[src/rtl/fifo_uart_tx.sv]
// ============================================================================
// Module      : fifo_uart_tx
// Description : Pops words from a show-ahead FIFO and serialises them as UART
//               frames (start, data LSB first, optional even parity, stop).
// Revision    : 1.0 - initial release
// ============================================================================
`default_nettype none
`timescale 1ns/1ps

module fifo_uart_tx #(
    parameter int DATA_WIDTH   = 8,
    parameter int CLKS_PER_BIT = 868,
    parameter int PARITY_EN    = 0,
    parameter int STOP_BITS    = 1
) (
    input  logic                  clk,
    input  logic                  rst_n,
    input  logic                  enable,
    input  logic                  empty,
    input  logic [DATA_WIDTH-1:0] data_read,
    output logic                  read,
    output logic                  tx,
    output logic                  busy,
    output logic                  frame_done
);

    localparam int c_CW = (CLKS_PER_BIT > 1) ? $clog2(CLKS_PER_BIT) : 1;
    localparam int c_BW = $clog2(DATA_WIDTH + 1);

    localparam logic [c_CW-1:0] c_BAUD_LAST = c_CW'(CLKS_PER_BIT - 1);
    localparam logic [c_BW-1:0] c_DATA_LAST = c_BW'(DATA_WIDTH - 1);
    localparam logic [c_BW-1:0] c_STOP_LAST = c_BW'(STOP_BITS - 1);

    localparam logic [2:0] c_IDLE   = 3'd0;
    localparam logic [2:0] c_START  = 3'd1;
    localparam logic [2:0] c_DATA   = 3'd2;
    localparam logic [2:0] c_PARITY = 3'd3;
    localparam logic [2:0] c_STOP   = 3'd4;

    logic [2:0]            r_state;
    logic [c_CW-1:0]       r_baud;
    logic [c_BW-1:0]       r_bit_cnt;
    logic [DATA_WIDTH-1:0] r_shift;
    logic                  r_par;
    logic                  r_tx;

    logic                  w_bit_end;
    logic                  w_last_stop;
    logic                  w_pop;
    logic [DATA_WIDTH-1:0] w_shift_next;

    assign w_bit_end    = (r_baud == c_BAUD_LAST);
    assign w_last_stop  = (r_state == c_STOP) && w_bit_end && (r_bit_cnt == c_STOP_LAST);
    // Gating with rst_n keeps the pop strobe low for the whole reset window.
    assign w_pop        = rst_n && enable && !empty &&
                          ((r_state == c_IDLE) || w_last_stop);
    assign w_shift_next = r_shift >> 1;

    assign read       = w_pop;
    assign tx         = r_tx;
    assign busy       = (r_state != c_IDLE);
    assign frame_done = w_last_stop;

    always_ff @(posedge clk or negedge rst_n) begin
        if (!rst_n) begin
            r_state   <= c_IDLE;
            r_baud    <= '0;
            r_bit_cnt <= '0;
            r_shift   <= '0;
            r_par     <= 1'b0;
            r_tx      <= 1'b1;
        end else begin
            if (r_state != c_IDLE) begin
                r_baud <= w_bit_end ? '0 : r_baud + 1'b1;
            end

            // r_tx is loaded with the level of the upcoming bit at each boundary.
            case (r_state)
                c_IDLE: begin
                    if (w_pop) begin
                        r_state <= c_START;
                        r_shift <= data_read;
                        r_par   <= ^data_read;
                        r_baud  <= '0;
                        r_tx    <= 1'b0;
                    end
                end
                c_START: begin
                    if (w_bit_end) begin
                        r_state   <= c_DATA;
                        r_bit_cnt <= '0;
                        r_tx      <= r_shift[0];
                    end
                end
                c_DATA: begin
                    if (w_bit_end) begin
                        r_shift <= w_shift_next;
                        if (r_bit_cnt == c_DATA_LAST) begin
                            r_bit_cnt <= '0;
                            if (PARITY_EN != 0) begin
                                r_state <= c_PARITY;
                                r_tx    <= r_par;
                            end else begin
                                r_state <= c_STOP;
                                r_tx    <= 1'b1;
                            end
                        end else begin
                            r_bit_cnt <= r_bit_cnt + 1'b1;
                            r_tx      <= w_shift_next[0];
                        end
                    end
                end
                c_PARITY: begin
                    if (w_bit_end) begin
                        r_state   <= c_STOP;
                        r_bit_cnt <= '0;
                        r_tx      <= 1'b1;
                    end
                end
                c_STOP: begin
                    if (w_bit_end) begin
                        if (r_bit_cnt == c_STOP_LAST) begin
                            r_bit_cnt <= '0;
                            if (w_pop) begin
                                r_state <= c_START;
                                r_shift <= data_read;
                                r_par   <= ^data_read;
                                r_tx    <= 1'b0;
                            end else begin
                                r_state <= c_IDLE;
                                r_tx    <= 1'b1;
                            end
                        end else begin
                            r_bit_cnt <= r_bit_cnt + 1'b1;
                        end
                    end
                end
                default: begin
                    r_state <= c_IDLE;
                    r_tx    <= 1'b1;
                end
            endcase
        end
    end

endmodule

`default_nettype wire

[config.mk]
export PLATFORM = sky130hd
export DESIGN_NAME = fifo_uart_tx
export DESIGN_NICKNAME = d
export VERILOG_FILES = /design/src/rtl/fifo_uart_tx.sv
export SDC_FILE = /design/constraint.sdc
export NUM_CORES = 1
export LEC_CHECK = 0
export CAP_MARGIN = 20
export CORE_ASPECT_RATIO = 1.1
export CORE_MARGIN = 3
export CORE_UTILIZATION = 55
export CTS_CLUSTER_SIZE = 10
export DETAILED_ROUTE_END_ITERATION = 6
export PLACE_DENSITY = 0.78
export RECOVER_POWER = 100
export SYNTH_ARGS = -nofsm -noshare
export SYNTH_HDL_FRONTEND = slang
export SYNTH_SLANG_ARGS = --single-unit
[constraint.sdc]
create_clock -name clk -period 2.6 [get_ports clk]
set_input_delay 0.52 -clock clk [delete_from_list [all_inputs] [get_ports clk]]
set_output_delay 0.52 -clock clk [all_outputs]
set_load 0.01 [all_outputs]
### Word-level counts from Yosys, hierarchy flattened

Index checks and enable logic that the tools add are counted.

* add/sub/neg operators: 2
* multiply operators: 0
* div/mod/pow operators: 0
* order comparisons: 0
* equal/unequal tests: 14
* shift-type cells: 0
* mux-type cells: 33
* bitwise logic cells: 0
* reductions and logical operators: 17

Operators by type and width (count)
* 2-to-1 mux 10 bit: 4
* 2-to-1 mux 8 bit: 4
* case mux 8 bit (3 select lines): 1
* 2-to-1 mux 3 bit: 7
* 2-to-1 mux 4 bit: 5
* case mux 3 bit (5 select lines): 1
* inequality test 2 bit (second input constant): 6
* case mux 4 bit (3 select lines): 1
* adder 10 x 1 -> 10 bit (second input constant): 1
* == test 10 bit (second input constant): 1
* 2-to-1 mux 1 bit: 9
* nonzero test 3 bit: 3
* AND reduction 4 bit: 2
* AND reduction 7 bit: 1
* == test 3 x 2 -> 1 bit (second input constant): 2
* AND reduction 6 bit: 1
* logical AND 1 bit: 5
* case mux 1 bit (5 select lines): 1
* adder 4 x 1 -> 4 bit (second input constant): 1
* == test 4 x 3 -> 1 bit (second input constant): 1
* zero test 4 bit: 1
* inequality test 2 x 1 -> 1 bit (second input constant): 2
* == test 3 x 1 -> 1 bit (second input constant): 1
* == test 3 bit (second input constant): 1
* 4 further kinds: 4

* flip-flop bits (word level): 26
* latch bits: 0
* bits in writable memories: 0
* bits in read-only memories: 0
* bits of input ports: 12
* output and inout port bits: 4
* logic and storage cells: 71
* memories: 0

### Longest topological paths before layout

Gate-level depths: netlist of the first run.

* depth after elaboration: 9
* depth in mapped cells: 9
* gate-level depth less buffers: 8

### Worst setup path before layout of the first run

OpenSTA, ideal clock, no wires.

* kind: reg-to-output
* from: register r_baud[0]
* to: output port read
* arrival: 1.905 ns
* data required time: 2.080 ns
* setup slack: 0.175 ns
* cell stages (with the launch flop): 7
* buffers on the path: 1
* cell sequence: dfrtp_1 > ha_1 > or4b_4 > or3_4 > o31a_1 > buf_6 > inv_2

* cells in the longest elaborated chain, start to end: 5

Ends and longest elaborated chain
* start: declaration: line 41 `logic [c_CW-1:0] r_baud;`
* start signal: assignment: line 74 `r_baud <= w_bit_end ? '0 : r_baud + 1'b1;`
* == test 10 bit: line 52 `assign w_bit_end = (r_baud == c_BAUD_LAST);`
* logical AND 1 bit (2 in a row): line 53 `assign w_last_stop = (r_state == c_STOP) && w_bit_end && (r_bit_cnt == c_STOP_LAST);`
* logical OR 1 bit: line 56 `((r_state == c_IDLE) || w_last_stop);`
* logical AND 1 bit: line 55 `assign w_pop = rst_n && enable && !empty &&`
* end: declaration: line 21 `output logic read,`

No other way between the ends.

### Final worst setup path of the first run

Same ends and word-level chain as after synthesis.

==> results of run 1 <==
metrics by stage:
step           cells  hold WS [ns]
2_1_floorplan    156         0.224
3_3_place_gp     220         0.515
3_5_place_dp     220         0.533
4_1_cts          227         0.566
5_1_grt          229         0.592
6_report         229         0.561
cells by family after synthesis:
kind of cell	after synthesis	share of synthesized area (%)
xor+xnor	8	4.76
buf+inv	12	3.57
flops	26	44.3
compound gates	45	22.6
fa+ha+maj	3	2.55
simple gates	62	22.2
how the worst max path moves through the flow:
stage                         start  endpoint  slack [ns]  depth (start not counted)
after detailed placement  r_baud[0]      read       -0.14                          6
after CTS                 r_baud[0]      read       -0.06                          6
after global routing      r_baud[0]      read       -0.17                          6
final                     r_baud[0]      read       -0.07                          6
after floorplan           r_baud[0]      read        0.17                          6
after global placement    r_baud[0]      read       -0.12                          6
layout make-up:
class,instances,area (um^2)
Multi-Input combinational cell,118,777
Sequential cell,26,652
Fill cell,192,614
Timing Repair Buffer,43,359
Tap cell,31,38.8
Clock inverter,1,30.0
Inverter,7,26.3
Clock buffer,3,22.5
cells in the final DEF (no fill, tap or decap), types with 3 or more instances in the layout:
master and instances:
clkbuf_4 3, a2bb2oi_1 7, o21ai_0 8, nand2b_1 4
nor2_1 14, inv_1 6, a21oi_1 3, o31ai_1 3
nand2_1 12, xnor2_1 6, nand3_1 9, dfrtp_1 25
o22ai_1 8, nor3_1 7, clkdlybuf4s50_1 12, nor4_1 3
buf_4 27
report_power, final:
part	total [mW]	switching, mW	internal (mW)	leakage [nW]
registers	0.618	0.0788	0.539	0.328
clock network	0.283	0.127	0.156	0.0279
logic	0.735	0.352	0.383	0.479
total	1.64	0.558	1.08	0.835
flip-flops by register name (all words and copies together), names as in the netlist:
name,flops
r_baud,10
r_bit_cnt,4
r_shift,8
r_state,3
tx,1
metal layers:
metal	up-vias	global-route usage, %	share of wire (%)
li1	664	-	-
met4	0	9.03	1.6
met2	51	40.2	49
met5	-	0	0
met3	7	3.89	5.4
met1	662	26.5	44
critical path, cell delays in order (launching register included):
cell,delay (ns)
dfrtp_1,0.40
ha_2,0.18
or4b_4,0.46
or3_4,0.35
o31a_1,0.27
inv_2,0.07
buf_6,0.09
repair_timing:
action	in CTS	in global routing
pin swaps	3	0
cloned	0	0
buffers inserted	3	2
gates resized for setup	13	1
setup endpoints to repair	2	3
==> flow_results.xml, run 1 <==
<?xml version="1.0" encoding="UTF-8"?>
<metrics>
  <group name="die">
    <metric name="row_count" unit="">19</metric>
    <metric name="initial_utilization" unit="%">58.4</metric>
    <metric name="die_area" unit="mm^2">0.00333</metric>
    <metric name="floorplan.core_area" unit="mm^2">0.00252</metric>
    <metric name="top_level_ports" unit="">16</metric>
    <metric name="die_span_in_y" unit="um">60.3</metric>
    <metric name="die-width" unit="um">55.3</metric>
  </group>
  <group name="power_and_ir_drop">
    <metric name="powerDensity" unit="mW/mm^2">859</metric>
    <metric name="power.ir.vdd_worst" unit="V">0.000762</metric>
    <metric name="design_power_total" unit="mW">1.64</metric>
    <metric name="power_leakage" unit="nW">0.835</metric>
  </group>
  <group name="placement">
    <metric name="place_congestion" unit="">0.863</metric>
    <metric name="place.port_buffers" unit="">15</metric>
    <metric name="place_ws" unit="ns">-0.137</metric>
    <metric name="dp_hpwl" unit="mm">2.53</metric>
    <metric name="placedInstanceArea" unit="mm^2">0.00181</metric>
  </group>
  <group name="detailed_routing">
    <metric name="via_count" unit="">1384</metric>
    <metric name="drcViolationCount" unit="">0</metric>
    <metric name="drt_pre_antenna_iters" unit="">5</metric>
    <metric name="antenna_left" unit="">0</metric>
    <metric name="routedWlPerCell" unit="um">15.4</metric>
    <metric name="avgViaCountPerCell" unit="">6.04</metric>
    <metric name="detail_route.iter0.violations" unit="">55</metric>
    <metric name="routed_wl" unit="mm">3.53</metric>
  </group>
  <group name="cts">
    <metric name="cts.hold.buffers_added" unit="">0</metric>
    <metric name="clkTransAtPathRegs" unit="ns">0.15</metric>
    <metric name="cts.htree.levels" unit="">1</metric>
    <metric name="clockBufferDepth" unit="">2</metric>
    <metric name="clk-insertion-delay-late" unit="ns">0.34</metric>
    <metric name="clock-root-buffer" unit="">clkbuf_4</metric>
    <metric name="tritoncts" unit="">built</metric>
    <metric name="clock-sinks" unit="">26</metric>
    <metric name="cts_inserted_buffers" unit="">3</metric>
  </group>
  <group name="global_routing">
    <metric name="grtUsageTotal" unit="%">22.3</metric>
    <metric name="grt_pass1_wl" unit="mm">5.87</metric>
    <metric name="grt_start_max_net_pins" unit="">27</metric>
    <metric name="antenna_violations_before_repair" unit="">0</metric>
    <metric name="globalRouteOverflowTotal" unit="">0</metric>
    <metric name="first_global_vias" unit="">1360</metric>
  </group>
  <group name="logic_synthesis">
    <metric name="synth.ff_latch_count" unit="">26</metric>
    <metric name="netlist_area" unit="mm^2">0.00147</metric>
    <metric name="mappedNetlistNets" unit="">171</metric>
    <metric name="post_synth.cell_area_avg" unit="um^2">9.43</metric>
    <metric name="synth.top_cells.by_count" unit="">25 x dfrtp_1, 15 x nor2_1, 12 x nand2_1</metric>
    <metric name="yosysTopAreaCell" unit="">dfrtp_1</metric>
    <metric name="async_flop_share" unit="%">100</metric>
    <metric name="synth-edff-count" unit="">0</metric>
    <metric name="synth_ff_type" unit="">dfrtp_1</metric>
    <metric name="netlist_instances" unit="">156</metric>
    <metric name="post-synth-top-count-cell" unit="">dfrtp_1</metric>
    <metric name="post_synth_num_cell_types" unit="">45</metric>
    <metric name="synthDominantCellAreaShare" unit="%">42.5</metric>
    <metric name="yosys-top-cells-area" unit="">dfrtp_1 43%, a2bb2oi_1 4.2%, nor2_1 3.8%</metric>
    <metric name="sequential_area_share_after_synthesis" unit="%">44.3</metric>
    <metric name="yosys_warnings" unit="">0</metric>
  </group>
  <group name="finish">
    <metric name="postLayoutCoreUtil" unit="%">75.6</metric>
    <metric name="total_number_of_nets_in_the_final_design" unit="">214</metric>
    <metric name="n_antenna_cell" unit="">0</metric>
    <metric name="layout-area-overhead-vs-synth" unit="%">29.5</metric>
    <metric name="drive_gt1_share" unit="%">22.2</metric>
    <metric name="final_design_area_no_fill" unit="mm^2">0.00191</metric>
  </group>
  <group name="sta">
    <metric name="number_of_setup_violations_in_the_final_report" unit="">2</metric>
    <metric name="finalClockSkew" unit="ns">0.0146</metric>
    <metric name="max_freq" unit="MHz">374</metric>
    <metric name="worst-slew-pin-transition" unit="ns">1.35</metric>
    <metric name="final_max_slew_viol_count" unit="">0</metric>
    <metric name="grt_setup_unrepaired" unit="">yes</metric>
    <metric name="worst_slack" unit="ns">-0.0726</metric>
    <metric name="post-route-period-util" unit="%">103</metric>
    <metric name="setup-tns-final" unit="ns">-0.0990</metric>
    <metric name="post-route-min-period" unit="ns">2.67</metric>
    <metric name="timing.final.hold_violations" unit="">0</metric>
    <metric name="relSlewSlack" unit="%">9.80</metric>
  </group>
  <group name="setup_path">
    <metric name="r2r-end" unit="">r_state[1]</metric>
    <metric name="reg2reg_depth" unit="">7</metric>
    <metric name="critPathRequiredTime" unit="ns">2.08</metric>
    <metric name="crit-reg2reg-launch" unit="">r_baud[0]</metric>
    <metric name="start_kind" unit="">register</metric>
    <metric name="timing.critical_path.fanout_max" unit="">2</metric>
    <metric name="worst_ep_arrival_time" unit="ns">2.15</metric>
    <metric name="timing.critical_path.to_type" unit="">primary output</metric>
    <metric name="timing_worst_setup_path_type" unit="">reg2out</metric>
    <metric name="r2r_slack" unit="ns">0.23</metric>
  </group>
  <group name="hold_path">
    <metric name="holdPathStages" unit="">1</metric>
    <metric name="beginning_of_the_worst_hold_path" unit="">r_shift[4]</metric>
    <metric name="hp-class" unit="">reg2reg</metric>
    <metric name="hold-path-endpoint" unit="">r_shift[4]</metric>
  </group>
  <group name="outcome">
    <metric name="failed_checks" unit="">negative setup slack</metric>
    <metric name="run_status" unit="">finished, violations left</metric>
  </group>
  <group name="run">
    <metric name="max_capacitance_violation_count" unit="">0</metric>
  </group>
</metrics>
(Power assumes the default switching activity.)
==> run 2, diff against run 1 <==
--- a/config.mk
+++ b/config.mk
@@ -9,3 +9,3 @@
 export CORE_ASPECT_RATIO = 1.1
-export CORE_MARGIN = 3
+export CORE_MARGIN = 5
 export CORE_UTILIZATION = 55
--- a/constraint.sdc
+++ b/constraint.sdc
@@ -3,2 +3,2 @@
 set_output_delay 0.52 -clock clk [all_outputs]
-set_load 0.01 [all_outputs]
+set_load 0.005 [all_outputs]
==> run 2 against run 1 <==
The flow still finishes with violations (negative setup slack). Non-clock buffer count is 7 higher. Utilization rose by 1.4 points. Cell count increased by 3.1%. Sequential power barely moved. Die area increased by 14%. Design area up 2.8%. Hold slack worse by 0.098 ns. Routed wire length increased by 8.5%.
==> flow_results.xml, run 2 (synthesized netlist as in run 1, its figures left out) <==
<?xml version="1.0" encoding="UTF-8"?>
<metrics>
  <group name="cts">
    <metric name="clock-sinks" unit="">26</metric>
    <metric name="clock-root-buffer" unit="">clkbuf_4</metric>
    <metric name="clkTransAtPathRegs" unit="ns">0.14</metric>
    <metric name="cts_inserted_buffers" unit="">3</metric>
    <metric name="cts.htree.levels" unit="">1</metric>
    <metric name="clk-insertion-delay-late" unit="ns">0.32</metric>
    <metric name="tritoncts" unit="">built</metric>
    <metric name="clockBufferDepth" unit="">2</metric>
  </group>
  <group name="finish">
    <metric name="total_number_of_nets_in_the_final_design" unit="">221</metric>
    <metric name="layout_commonest_cell" unit="">buf_4</metric>
    <metric name="final_cell_mix" unit="">31 x buf_4, 24 x dfrtp_1, 14 x nor2_1</metric>
    <metric name="number_of_flip_flops_under_the_largest_register_name" unit="">10</metric>
    <metric name="n_antenna_cell" unit="">0</metric>
    <metric name="finish.cell_count_without_fillers" unit="">236</metric>
    <metric name="drive_gt1_share" unit="%">25.9</metric>
    <metric name="layout-area-overhead-vs-synth" unit="%">33.2</metric>
    <metric name="registers.top_by_ff_count" unit="">r_baud</metric>
    <metric name="final_design_area_no_fill" unit="mm^2">0.00196</metric>
    <metric name="largest_registers" unit="">r_baud (10), r_shift (8), r_bit_cnt (4)</metric>
  </group>
  <group name="setup_path">
    <metric name="timing.critical_path.to_type" unit="">primary output</metric>
    <metric name="timing.critical_path.fanout_max" unit="">2</metric>
    <metric name="r2r-end" unit="">r_shift[7]</metric>
    <metric name="critPathMaxStageDelay" unit="ns">0.47</metric>
    <metric name="r2r_slack" unit="ns">-0.05</metric>
    <metric name="worst_ep_arrival_time" unit="ns">2.22</metric>
    <metric name="start_kind" unit="">register</metric>
    <metric name="critical_path.cell_chain" unit="">ha_2 -&gt; or4b_4 -&gt; or3_4 -&gt; o31a_1 -&gt; inv_2 -&gt; buf_6</metric>
    <metric name="critPathRequiredTime" unit="ns">2.08</metric>
    <metric name="startpoint" unit="">r_baud[0]</metric>
    <metric name="timing.critical_path.buf_inv" unit="">2</metric>
    <metric name="reg2reg_depth" unit="">14</metric>
    <metric name="cell_family_with_the_largest_share_of_critical_path_delay" unit="">simple AND/OR/NAND/NOR gates</metric>
    <metric name="timing_worst_setup_path_type" unit="">reg2out</metric>
    <metric name="crit-reg2reg-launch" unit="">r_baud[0]</metric>
    <metric name="critical-path-slowest-cell" unit="">or4b_4</metric>
  </group>
  <group name="placement">
    <metric name="dp_cells" unit="">219</metric>
    <metric name="placedInstanceArea" unit="mm^2">0.00180</metric>
    <metric name="place.port_buffers" unit="">15</metric>
    <metric name="dp_hpwl" unit="mm">2.67</metric>
    <metric name="place_ws" unit="ns">-0.106</metric>
    <metric name="place_congestion" unit="">0.862</metric>
  </group>
  <group name="detailed_routing">
    <metric name="antenna_left" unit="">0</metric>
    <metric name="met2_wire_length" unit="mm">1.94</metric>
    <metric name="met1_length" unit="mm">1.60</metric>
    <metric name="detail_route.iter0.violations" unit="">126</metric>
    <metric name="routedWlPerCell" unit="um">16.2</metric>
    <metric name="avgViaCountPerCell" unit="">6.00</metric>
    <metric name="topRoutingLayerUsed" unit="">met4</metric>
    <metric name="via_count" unit="">1417</metric>
    <metric name="drcViolationCount" unit="">0</metric>
    <metric name="dr_wl_met3" unit="um">175</metric>
    <metric name="drt_pre_antenna_iters" unit="">4</metric>
    <metric name="routed_wl" unit="mm">3.82</metric>
  </group>
  <group name="sta">
    <metric name="max_freq" unit="MHz">365</metric>
    <metric name="post-route-min-period" unit="ns">2.74</metric>
    <metric name="worst-slew-pin-transition" unit="ns">1.35</metric>
    <metric name="setup-tns-final" unit="ns">-0.255</metric>
    <metric name="final_max_slew_viol_count" unit="">0</metric>
    <metric name="post-route-period-util" unit="%">105</metric>
    <metric name="relSlewSlack" unit="%">10.1</metric>
    <metric name="timing.final.hold_violations" unit="">0</metric>
    <metric name="worst_slack" unit="ns">-0.137</metric>
    <metric name="number_of_setup_violations_in_the_final_report" unit="">3</metric>
    <metric name="grt_setup_unrepaired" unit="">yes</metric>
    <metric name="finalClockSkew" unit="ns">0.0125</metric>
  </group>
  <group name="die">
    <metric name="initial_utilization" unit="%">57.8</metric>
    <metric name="row_count" unit="">19</metric>
    <metric name="floorplan.core_area" unit="mm^2">0.00254</metric>
    <metric name="die_area" unit="mm^2">0.00381</metric>
    <metric name="die-width" unit="um">59.3</metric>
    <metric name="top_level_ports" unit="">16</metric>
    <metric name="die_span_in_y" unit="um">64.3</metric>
  </group>
  <group name="outcome">
    <metric name="run_status" unit="">finished, violations left</metric>
    <metric name="failed_checks" unit="">negative setup slack</metric>
  </group>
  <group name="global_routing">
    <metric name="antenna_violations_before_repair" unit="">0</metric>
    <metric name="grt_start_max_net_pins" unit="">26</metric>
    <metric name="grt_pass1_wl" unit="mm">6.43</metric>
    <metric name="grtUsageTotal" unit="%">21.8</metric>
    <metric name="first_global_vias" unit="">1425</metric>
    <metric name="globalRouteOverflowTotal" unit="">0</metric>
  </group>
  <group name="run">
    <metric name="max_capacitance_violation_count" unit="">0</metric>
  </group>
  <group name="power_and_ir_drop">
    <metric name="power_leakage" unit="nW">0.866</metric>
    <metric name="power.ir.vdd_worst" unit="V">0.000656</metric>
    <metric name="design_power_total" unit="mW">1.57</metric>
    <metric name="powerDensity" unit="mW/mm^2">802</metric>
  </group>
  <group name="hold_path">
    <metric name="hp-class" unit="">in2async</metric>
  </group>
</metrics>
[run 2: through the flow]
| stage | hold slack [ns] | utilization, % |
|---|---|---|
| 2_1_floorplan | 0.224 | - |
| 3_3_place_gp | 0.516 | 70.7 |
| 3_5_place_dp | 0.524 | 70.7 |
| 4_1_cts | 0.375 | 76.2 |
| 5_1_grt | 0.429 | 77.0 |
| 6_report | 0.463 | 77.0 |
[run 2: metal layers]
layer / vias to the layer above / global-route usage, %
met4: 0 / 10.5
li1: 673 / -
met3: 13 / 2.01
met1: 671 / 27.3
met5: - / 0
met2: 60 / 36.9
[run 2: cell type report]
cell class,instances,area (um^2)
Multi-Input combinational cell,118,788
Timing Repair Buffer,50,417
Tap cell,31,38.8
Clock buffer,4,36.3
Sequential cell,26,653
Inverter,7,26.3
Fill cell,179,584
[run 2: timing repair]
| action | 4_1_cts | 5_1_grt |
|---|---|---|
| hold buffers | 0 | 0 |
| endpoints found under the setup margin | 2 | 4 |
| buffers inserted | 12 | 3 |
| resized for setup | 15 | 4 |
| pin swaps | 3 | 4 |
[run 2: how the worst max path moves through the flow]
stage          slack, ns  endpoint  cells past startpoint
6_report           -0.14      read                      6
5_1_grt            -0.23      read                      6
4_1_cts             -0.1      read                      6
3_5_place_dp       -0.11      read                      6
3_3_place_gp       -0.09      read                      6
2_1_floorplan       0.19      read                      6
[run 2: power breakdown]
part           internal [mW]  switching (mW)  total [mW]
Combinational          0.385           0.365       0.750
Sequential             0.540          0.0789       0.618
Clock                 0.0857           0.118       0.204
==> run 3, diff against run 2 <==
CTS_CLUSTER_DIAMETER = 30   (was default)
==> results of run 3 <==
Final layout, timing and power as in run 2 (identical DEF).
